--- src/rtl/muldiv_pkg.sv ---
// Shared encodings and helpers for the iterative multiply/divide Hi/Lo block.
package muldiv_pkg;

  typedef enum logic [1:0] {
    OP_MULT  = 2'b00,
    OP_MULTU = 2'b01,
    OP_DIV   = 2'b10,
    OP_DIVU  = 2'b11
  } op_e;

  typedef enum logic [1:0] {
    IDLE = 2'b00,
    ITER = 2'b01,
    FIX  = 2'b10
  } state_e;

  // Widest value neg_n handles; callers widen into it and truncate the result back.
  localparam int NEG_MAX = 128;

  function automatic logic [NEG_MAX-1:0] neg_n(input logic [NEG_MAX-1:0] x, input int n);
    logic [NEG_MAX-1:0] mask;
    mask = (n >= NEG_MAX) ? '1 : ((NEG_MAX'(1) << n) - NEG_MAX'(1));
    return (~x + NEG_MAX'(1)) & mask;
  endfunction

endpackage

--- src/rtl/muldiv_hilo_divu_iter.sv ---
// Unsigned restoring divider datapath: one quotient bit per step, W steps per divide.
module divu_iter #(
  parameter int W = 32
) (
  input  logic         clk,
  input  logic         rst_n,
  input  logic         load,
  input  logic         step,
  input  logic [W-1:0] dividend,
  input  logic [W-1:0] divisor,
  output logic [W-1:0] quotient,
  output logic [W-1:0] remainder
);

  logic [W-1:0] dsr;
  logic [W-1:0] rem_q;
  logic [W-1:0] quo_q;
  logic [W:0]   trial;

  // The dividend shifts out of quo_q's top while quotient bits shift in at the bottom.
  assign trial = {rem_q, quo_q[W-1]} - {1'b0, dsr};

  always_ff @(posedge clk or negedge rst_n) begin
    if (!rst_n) begin
      dsr   <= '0;
      rem_q <= '0;
      quo_q <= '0;
    end else if (load) begin
      dsr   <= divisor;
      rem_q <= '0;
      quo_q <= dividend;
    end else if (step) begin
      if (!trial[W]) rem_q <= trial[W-1:0];
      else           rem_q <= {rem_q[W-2:0], quo_q[W-1]};
      quo_q <= {quo_q[W-2:0], ~trial[W]};
    end
  end

  assign quotient  = quo_q;
  assign remainder = rem_q;

endmodule

--- src/rtl/muldiv_hilo.sv ---
// Hi/Lo register pair with an iterative shift-add multiplier and restoring divider.
module muldiv_hilo
  import muldiv_pkg::*;
#(
  parameter  int W  = 32,
  localparam int CW = $clog2(W) + 1
) (
  input  logic         clk,
  input  logic         rst_n,
  input  logic         start,
  input  logic [1:0]   op,
  input  logic [W-1:0] a,
  input  logic [W-1:0] b,
  input  logic         mthi,
  input  logic         mtlo,
  input  logic [W-1:0] wdata,
  input  logic         ren,
  input  logic         is_hi,
  output logic [W-1:0] rdata,
  output logic         busy,
  output logic         done,
  output logic         div_by_zero,
  output logic         stall,
  output state_e       dbg_state
);

  // Handshake: start/mthi/mtlo are consumed on any rising edge where busy is low;
  // while busy they are dropped and stall asks EX to hold and re-present them.

  state_e         state;
  logic [CW-1:0]  count;
  logic [W-1:0]   hi, lo, a_orig, mplier;
  logic [2*W-1:0] mcand, acc;
  logic           op_div, sign_q, sign_r, dbz;

  logic           is_signed;
  logic [W-1:0]   mag_a, mag_b;
  logic [W-1:0]   quo, rem, quo_fix, rem_fix;
  logic [2*W-1:0] prod_fix;
  logic           div_load, div_step;

  always_comb begin
    is_signed = (op == OP_MULT) || (op == OP_DIV);
    mag_a     = (is_signed && a[W-1]) ? W'(neg_n(NEG_MAX'(a), W)) : a;
    mag_b     = (is_signed && b[W-1]) ? W'(neg_n(NEG_MAX'(b), W)) : b;
    prod_fix  = sign_q ? (2*W)'(neg_n(NEG_MAX'(acc), 2*W)) : acc;
    quo_fix   = sign_q ? W'(neg_n(NEG_MAX'(quo), W)) : quo;
    rem_fix   = sign_r ? W'(neg_n(NEG_MAX'(rem), W)) : rem;
    div_load  = (state == IDLE) && start && op[1];
    div_step  = (state == ITER) && op_div;
  end

  divu_iter #(.W(W)) u_divu_iter (
    .clk       (clk),
    .rst_n     (rst_n),
    .load      (div_load),
    .step      (div_step),
    .dividend  (mag_a),
    .divisor   (mag_b),
    .quotient  (quo),
    .remainder (rem)
  );

  always_ff @(posedge clk or negedge rst_n) begin
    if (!rst_n) begin
      state       <= IDLE;
      count       <= '0;
      hi          <= '0;
      lo          <= '0;
      a_orig      <= '0;
      mplier      <= '0;
      mcand       <= '0;
      acc         <= '0;
      op_div      <= 1'b0;
      sign_q      <= 1'b0;
      sign_r      <= 1'b0;
      dbz         <= 1'b0;
      done        <= 1'b0;
      div_by_zero <= 1'b0;
    end else begin
      done        <= 1'b0;
      div_by_zero <= 1'b0;
      case (state)
        IDLE: begin
          if (mthi) hi <= wdata;
          if (mtlo) lo <= wdata;
          if (start) begin
            state  <= ITER;
            count  <= '0;
            a_orig <= a;
            op_div <= op[1];
            sign_q <= is_signed & (a[W-1] ^ b[W-1]);
            sign_r <= is_signed & a[W-1];
            dbz    <= op[1] && (b == '0);
            mcand  <= {{W{1'b0}}, mag_a};
            mplier <= mag_b;
            acc    <= '0;
          end
        end
        ITER: begin
          if (mplier[0]) acc <= acc + mcand;
          mcand  <= mcand << 1;
          mplier <= mplier >> 1;
          count  <= count + CW'(1);
          if (count == CW'(W - 1)) state <= FIX;
        end
        FIX: begin
          if (dbz) begin
            hi <= a_orig;
            lo <= '1;
          end else if (op_div) begin
            hi <= rem_fix;
            lo <= quo_fix;
          end else begin
            {hi, lo} <= prod_fix;
          end
          done        <= 1'b1;
          div_by_zero <= dbz;
          count       <= '0;
          state       <= IDLE;
        end
        default: state <= IDLE;
      endcase
    end
  end

  assign busy      = (state != IDLE);
  assign stall     = busy & (ren | mthi | mtlo | start);
  assign rdata     = !ren ? '0 : (is_hi ? hi : lo);
  assign dbg_state = state;

endmodule

--- config.mk ---
export PLATFORM = sky130hd
export DESIGN_NAME = muldiv_hilo
export DESIGN_NICKNAME = d
export VERILOG_FILES = /design/src/rtl/muldiv_pkg.sv /design/src/rtl/muldiv_hilo_divu_iter.sv /design/src/rtl/muldiv_hilo.sv
export SDC_FILE = /design/constraint.sdc
export NUM_CORES = 1
export LEC_CHECK = 0
export CAP_MARGIN = 20
export CELL_PAD_IN_SITES_DETAIL_PLACEMENT = 2
export CELL_PAD_IN_SITES_GLOBAL_PLACEMENT = 2
export CORE_MARGIN = 2
export CORE_UTILIZATION = 38
export DETAILED_ROUTE_END_ITERATION = 8
export PLACE_DENSITY_LB_ADDON = 0.12
export SYNTH_ARGS = -nofsm -noshare
export SYNTH_HDL_FRONTEND = slang
export SYNTH_SLANG_ARGS = --single-unit
export TNS_END_PERCENT = 1
--- constraint.sdc ---
create_clock -name clk -period 4.94 [get_ports clk]
set_input_delay 1.482 -clock clk [delete_from_list [all_inputs] [get_ports clk]]
set_output_delay 1.482 -clock clk [all_outputs]
set_load 0.05 [all_outputs]
==> results of run 1 <==
power groups by stage:
stage	Combinational [uW]	Clock, uW	Sequential (uW)
2_1_floorplan	5770	0	4640
3_3_place_gp	8100	0	5180
3_5_place_dp	8520	0	5240
4_1_cts	8630	3740	5210
5_1_grt	9450	3850	5360
6_report	8620	3680	5230
stage by stage:
step / power, uW / hold WS (ns) / util (%)
after global routing: 18700 / 0.505 / 45.2
after detailed placement: 13800 / 0.465 / 42.7
after CTS: 17600 / 0.480 / 45.2
final: 17500 / 0.476 / 45.2
after floorplan: 10400 / 0.441 / -
after global placement: 13300 / 0.460 / 42.7
layout make-up:
cell class	instances	area [um2]	area share, %
multi-input cells	2342	14800	50.6
flip-flops and latches	366	9160	31.4
repair buffers	204	2300	7.89
clock buffers	68	1420	4.85
well taps	855	1070	3.66
inverters	69	259	0.887
clock inverters	16	208	0.711
diodes	2	5.00	0.0171
state kept, by name, indices dropped and copies added, names as in the netlist:
| register | cells |
|---|---|
| u_divu_iter.quotient | 32 |
| mplier | 32 |
| lo | 32 |
| sign_r | 1 |
| u_divu_iter.remainder | 32 |
| hi | 32 |
| count | 6 |
| done | 1 |
| op_div | 1 |
| div_by_zero | 1 |
| dbg_state | 2 |
| acc | 64 |
| mcand | 64 |
| dbz | 1 |
| a_orig | 32 |
| sign_q | 1 |
| u_divu_iter.dsr | 32 |
worst max-delay path by stage:
stage,slack [ns],from,depth (start not counted),to
after detailed placement,0.36,b[5],12,mplier[29]
after global routing,0.33,acc[1],13,hi[26]
after CTS,0.47,acc[1],13,hi[26]
final,0.47,acc[1],13,hi[26]
after global placement,0.48,b[5],12,mplier[29]
after floorplan,0.46,is_hi,4,rdata[10]
synthesized netlist by cell type, types with 6 or more instances:
cell and number:
a211o_1 6, a211oi_1 26, a21boi_0 7, a21o_1 62, a21oi_1 185, a221o_1 8, a22o_1 38, a22oi_1 94
a31oi_1 14, and2_1 13, and3_1 14, buf_1 20, buf_2 7, clkbuf_1 152, dfrtp_1 366, ha_1 101
inv_1 68, mux2i_1 67, nand2_1 402, nand2b_1 23, nand3_1 64, nand4_1 20, nor2_1 168, nor2b_1 43
nor3_1 37, nor4_1 16, o211ai_1 15, o21a_1 14, o21ai_0 386, o21bai_1 15, o22ai_1 41, o31ai_1 54
o41ai_1 15, or2_2 12, or3_1 29, or4_1 28, xnor2_1 135, xor2_1 132
routing by layer:
layer	wire, um	part of all wire, %	global-route usage, %	vias to the layer above
li1	-	-	-	10800
met1	43700	42	38.1	12200
met2	52200	50	54.2	469
met3	3420	3.3	3.59	194
met4	4890	4.7	13.5	6
met5	38	0.036	0	-
cells by family (layout without fill, tap and decap cells):
family / Yosys count / count (layout) / share of synthesized area [%]
AOI/OAI and AO/OA: 1015 / 1015 / 25.3
and+or+nand+nor: 888 / 888 / 16.4
DFF: 366 / 366 / 36.8
xor gates and xnor gates: 267 / 267 / 9.41
buffers and inverters: 252 / 357 / 3.93
adders and majority gates: 103 / 103 / 5.24
muxes: 69 / 69 / 2.83
other: 0 / 2 / 0
worst max-delay path: stages, from the launching register on:
cell	delay [ns]
dfrtp_1	0.46
inv_1	0.15
ha_1	0.18
or3b_1	0.39
or4_1	0.60
or4_4	0.68
or3_4	0.39
nor2_1	0.15
nand2_1	0.14
o21ai_0	0.31
xor2_1	0.42
nor2_1	0.13
a21oi_1	0.19
o21ai_0	0.10
==> flow_metrics.py, run 1 <==
metrics = {
    "clock_network": {
        "post_cts_resized": 0,
        "post-cts-setup-buffers": 0,
        "clock_sinks": 366,
        "clk_pin_slew_ns": 0.06,
        "hold_buffers": 0,
        "cts_made_buffers": 47,
        "clkLatencyLatePin_ns": 0.60,
        "cts_tree": "done",
        "clk_path_buf_depth": 3,
        "cts_root_buf": "clkbuf_16",
        "cts_max_level": 2,
    },
    "place": {
        "dpl.cell_count": 3836,
        "dp_slack_ns": 0.364,
        "port_buffers": 142,
        "postPlaceCellArea_um2": 27600,
        "gp_congestion": 0.884,
        "dp_hpwl_um": 78600,
    },
    "synth": {
        "ys_types": 78,
        "netlist_area_um2": 24900,
        "synth_edf_count": 0,
        "synth_area_leader_cell": "dfrtp_1",
        "yosysSeqAreaShare_pct": 36.8,
        "ys_warn_count": 0,
        "netlist_instances": 2960,
        "synth.avg_cell_area_um2": 8.40,
        "synthFlopType": "dfrtp_1",
        "ys_top_cells_by_area": "dfrtp_1 (37%), o21ai_0 (7.8%), nand2_1 (6.1%)",
        "syn_nets": 3168,
        "synth_top_cell_area_share_pct": 36.8,
        "async_flop_share_pct": 100,
        "yosys_register_bits": 366,
    },
    "floorplan": {
        "fp.dieW_um": 260,
        "pin_count": 143,
        "num_rows": 93,
        "die_h_um": 260,
        "start_util_pct": 38.5,
        "dieArea_um2": 67500,
        "coreArea_um2": 64600,
    },
    "pwr": {
        "p_sw_share_pct": 46.1,
        "power_frac_clock_pct": 21.0,
        "p_int_uw": 9460,
        "p_leak_uw": 0.0127,
        "power_density_nw_per_um2": 600,
        "comb_power_share_pct": 49.2,
        "power.share.sequential_pct": 29.8,
        "p_sw_uw": 8070,
        "vdd_drop_max_v": 0.000301,
    },
    "global_routing": {
        "grt_pass1_vias": 26000,
        "antenna_found_initial": 5,
        "grt_pass1_wl_um": 161000,
        "grt_start_max_net_pins": 81,
        "grt_util_all_layers_pct": 30.9,
        "grt-ovfl-total": 0,
    },
    "detailed_routing": {
        "via_count": 23700,
        "drt_first_iter_violations": 1437,
        "via_per_inst": 6.04,
        "drc": 0,
        "wirelength_um": 104000,
        "dr.pass1.iters": 5,
        "wl_per_cell_um": 26.6,
        "ant_nets": 0,
    },
    "timing": {
        "fmax_ghz": 0.224,
        "drv_slew": 0,
        "setup-tns-final_ns": 0,
        "fin_ws_ns": 0.469,
        "min_period_ns": 4.47,
        "rsz0062_at_grt": "no",
        "finClkSkew_ns": 0.0216,
        "worst_slew_pin_slew_ns": 0.996,
        "slew_headroom_pct": 33.4,
        "hold_viol": 0,
        "period_share_pct": 90.5,
        "setup_viol": 0,
    },
    "setup_path": {
        "cp-end-kind": "flop",
        "rr_startpoint": "acc[1]",
        "cp.arrival_ns": 4.91,
        "critPathKind": "reg2reg",
        "r2r-end": "hi[26]",
        "r2r_cells": 13,
        "cp-start-kind": "flop",
        "cp_data_required_time_ns": 5.38,
        "cp_max_fo": 8,
        "rrSetupSlack_ns": 0.47,
    },
    "status": {
        "status": "complete, no violations",
    },
    "final_layout": {
        "fin_area_um2": 29200,
        "syn_to_final_growth_pct": 17.5,
        "final_cells": 3922,
        "nFillCells": 7052,
        "layout_common_cells": "nand2_1 (400), o21ai_0 (386), dfrtp_1 (364), a21oi_1 (185), nor2_1 (166)",
        "drive_gt1_share_pct": 6.95,
        "nets": 3238,
        "final_common_cell": "nand2_1",
    },
    "hold_path": {
        "whs_path_depth": 2,
        "hold_end": "u_divu_iter.dsr[12]",
        "min-delay-start": "u_divu_iter.dsr[12]",
        "holdCritPathClass": "reg2reg",
    },
    "run": {
        "cap_violations": 0,
    },
}
Power figures use the tool's default switching activity.
==> inputs of run 2 (changes only) <==
Settings changed: CORE_UTILIZATION 38 to 35.
==> flow_metrics.py, run 2 (synthesized netlist as in run 1, its figures left out) <==
metrics = {
    "clock_network": {
        "hold_buffers": 0,
        "cts_made_buffers": 48,
        "clk_path_buf_depth": 3,
        "post-cts-setup-buffers": 0,
        "clk_pin_slew_ns": 0.06,
        "clock_sinks": 366,
        "cts_root_buf": "clkbuf_16",
        "cts_tree": "done",
        "post_cts_resized": 0,
        "clkLatencyLatePin_ns": 0.60,
        "cts_max_level": 2,
    },
    "floorplan": {
        "fp.dieW_um": 271,
        "start_util_pct": 35.4,
        "num_rows": 97,
        "die_h_um": 271,
        "dieArea_um2": 73200,
        "pin_count": 143,
        "coreArea_um2": 70100,
    },
    "hold_path": {
        "hold_end": "u_divu_iter.dsr[24]",
        "min-delay-start": "u_divu_iter.dsr[24]",
        "holdCritPathClass": "reg2reg",
        "whs_path_depth": 2,
    },
    "global_routing": {
        "grt_pass1_vias": 25500,
        "antenna_found_initial": 3,
        "grt_util_all_layers_pct": 27.9,
        "grt_pass1_wl_um": 159000,
        "grt-ovfl-total": 0,
        "grt_start_max_net_pins": 96,
    },
    "place": {
        "gp_congestion": 0.885,
        "postPlaceCellArea_um2": 27700,
        "dp_hpwl_um": 79200,
        "port_buffers": 142,
    },
    "detailed_routing": {
        "dr.pass1.iters": 5,
        "via_count": 23500,
        "wirelength_um": 103000,
        "drt_first_iter_violations": 1260,
        "ant_nets": 0,
        "via_per_inst": 5.86,
        "drc": 0,
        "wl_per_cell_um": 25.8,
    },
    "final_layout": {
        "drive_gt1_share_pct": 6.84,
        "final_common_cell": "nand2_1",
        "nFillCells": 7820,
        "syn_to_final_growth_pct": 17.8,
        "layout_common_cells": "nand2_1 (400), o21ai_0 (386), dfrtp_1 (363), a21oi_1 (185), nor2_1 (166)",
        "nets": 3242,
        "reg.largest.list": "acc (64), mcand (64)",
        "regArea_um2": 9170,
        "multiInputGateArea_um2": 14800,
        "fin_area_um2": 29300,
    },
    "pwr": {
        "p_sw_uw": 8000,
        "p_sw_share_pct": 46.0,
        "vdd_drop_max_v": 0.000295,
        "power_frac_clock_pct": 20.7,
        "p_int_uw": 9380,
        "power.share.sequential_pct": 29.9,
        "comb_power_share_pct": 49.4,
        "power_density_nw_per_um2": 594,
        "p_leak_uw": 0.0127,
    },
    "setup_path": {
        "cp.arrival_ns": 4.91,
        "rrSetupSlack_ns": 0.54,
        "r2r_cells": 11,
        "cp_data_required_time_ns": 5.45,
        "cp-end-kind": "flop",
        "r2r-end": "hi[4]",
        "critPathKind": "reg2reg",
        "rr_startpoint": "acc[1]",
        "cp-start-kind": "flop",
        "cp_max_fo": 8,
    },
    "timing": {
        "setup_viol": 0,
        "rsz0062_at_grt": "no",
        "slew_headroom_pct": 28.5,
        "setup-tns-final_ns": 0,
        "min_period_ns": 4.40,
        "finClkSkew_ns": 0.0137,
        "period_share_pct": 89.1,
        "hold_viol": 0,
        "fmax_ghz": 0.227,
        "drv_slew": 0,
        "worst_slew_pin_slew_ns": 1.07,
    },
    "status": {
        "status": "complete, no violations",
    },
    "run": {
        "cap_violations": 0,
    },
}
-- run 2: cell types whose count changed in the layout (fill, tap and decap cells not counted), moves of 2 or more --
| cell | delta |
|---|---|
| buf_12 | -2 |
| clkbuf_1 | +9 |
| clkbuf_8 | -3 |
| inv_6 | +2 |
| buf_4 | +5 |
| clkinv_2 | -5 |
-- run 2: worst max-delay path by stage --
stage | from | slack [ns] | endpoint
CTS | acc[1] | 0.56 | hi[26]
global route | u_divu_iter.remainder[6] | 0.24 | u_divu_iter.remainder[1]
detailed placement | a[2] | 0.31 | mcand[29]
floorplan | is_hi | 0.46 | rdata[10]
finish | acc[1] | 0.54 | hi[4]
global placement | a[11] | 0.27 | mcand[29]
-- run 2: worst max-delay path, cell delays in order, from the launching register on --
cell and delay (ns):
dfrtp_1 0.45, inv_1 0.14, ha_1 0.19, or3b_1 0.40, or4_1 0.61, or4_4 0.68
o41ai_1 0.36, xnor2_1 0.18, nor2_1 0.08, a211oi_1 0.76, a21oi_1 0.20, o21ai_0 0.25
-- run 2: metrics by stage --
stage / power, uW / hold slack [ns] / worst slack, ns / std cells / utilization, %
floorplan: 10400 / 0.441 / 0.463 / 2960 / -
global placement: 13300 / 0.460 / 0.271 / 3924 / 39.5
detailed placement: 13800 / 0.468 / 0.309 / 3924 / 39.5
CTS: 17500 / 0.486 / 0.564 / 4011 / 41.7
global route: 18500 / 0.507 / 0.242 / 4011 / 41.7
finish: 17400 / 0.478 / 0.538 / 4012 / 41.7
-- run 2: power groups by stage --
stage / Clock [uW] / Combinational [uW] / Sequential [uW]
6_report: 3600 / 8580 / 5200
2_1_floorplan: 0 / 5770 / 4640
3_5_place_dp: 0 / 8530 / 5230
4_1_cts: 3670 / 8620 / 5190
5_1_grt: 3790 / 9400 / 5340
3_3_place_gp: 0 / 8180 / 5160
-- run 2: cell type report --
cell class / instances / area share, %
multi-input cells: 2342 / 50.5
well taps: 940 / 4.02
inverters: 69 / 0.885
repair buffers: 207 / 7.86
diodes: 1 / 0.00855
flip-flops and latches: 366 / 31.3
clock buffers: 74 / 4.82
clock inverters: 13 / 0.611
-- run 2: routing by layer --
| layer | vias up | wire length, um | GRT usage (%) | part of all wire, % |
|---|---|---|---|---|
| li1 | 10800 | - | - | - |
| met1 | 12200 | 45000 | 35.4 | 44 |
| met2 | 401 | 52500 | 49.7 | 51 |
| met3 | 135 | 2850 | 3.03 | 2.8 |
| met4 | 4 | 2970 | 8.36 | 2.9 |
| met5 | - | 25 | 0 | 0.024 |
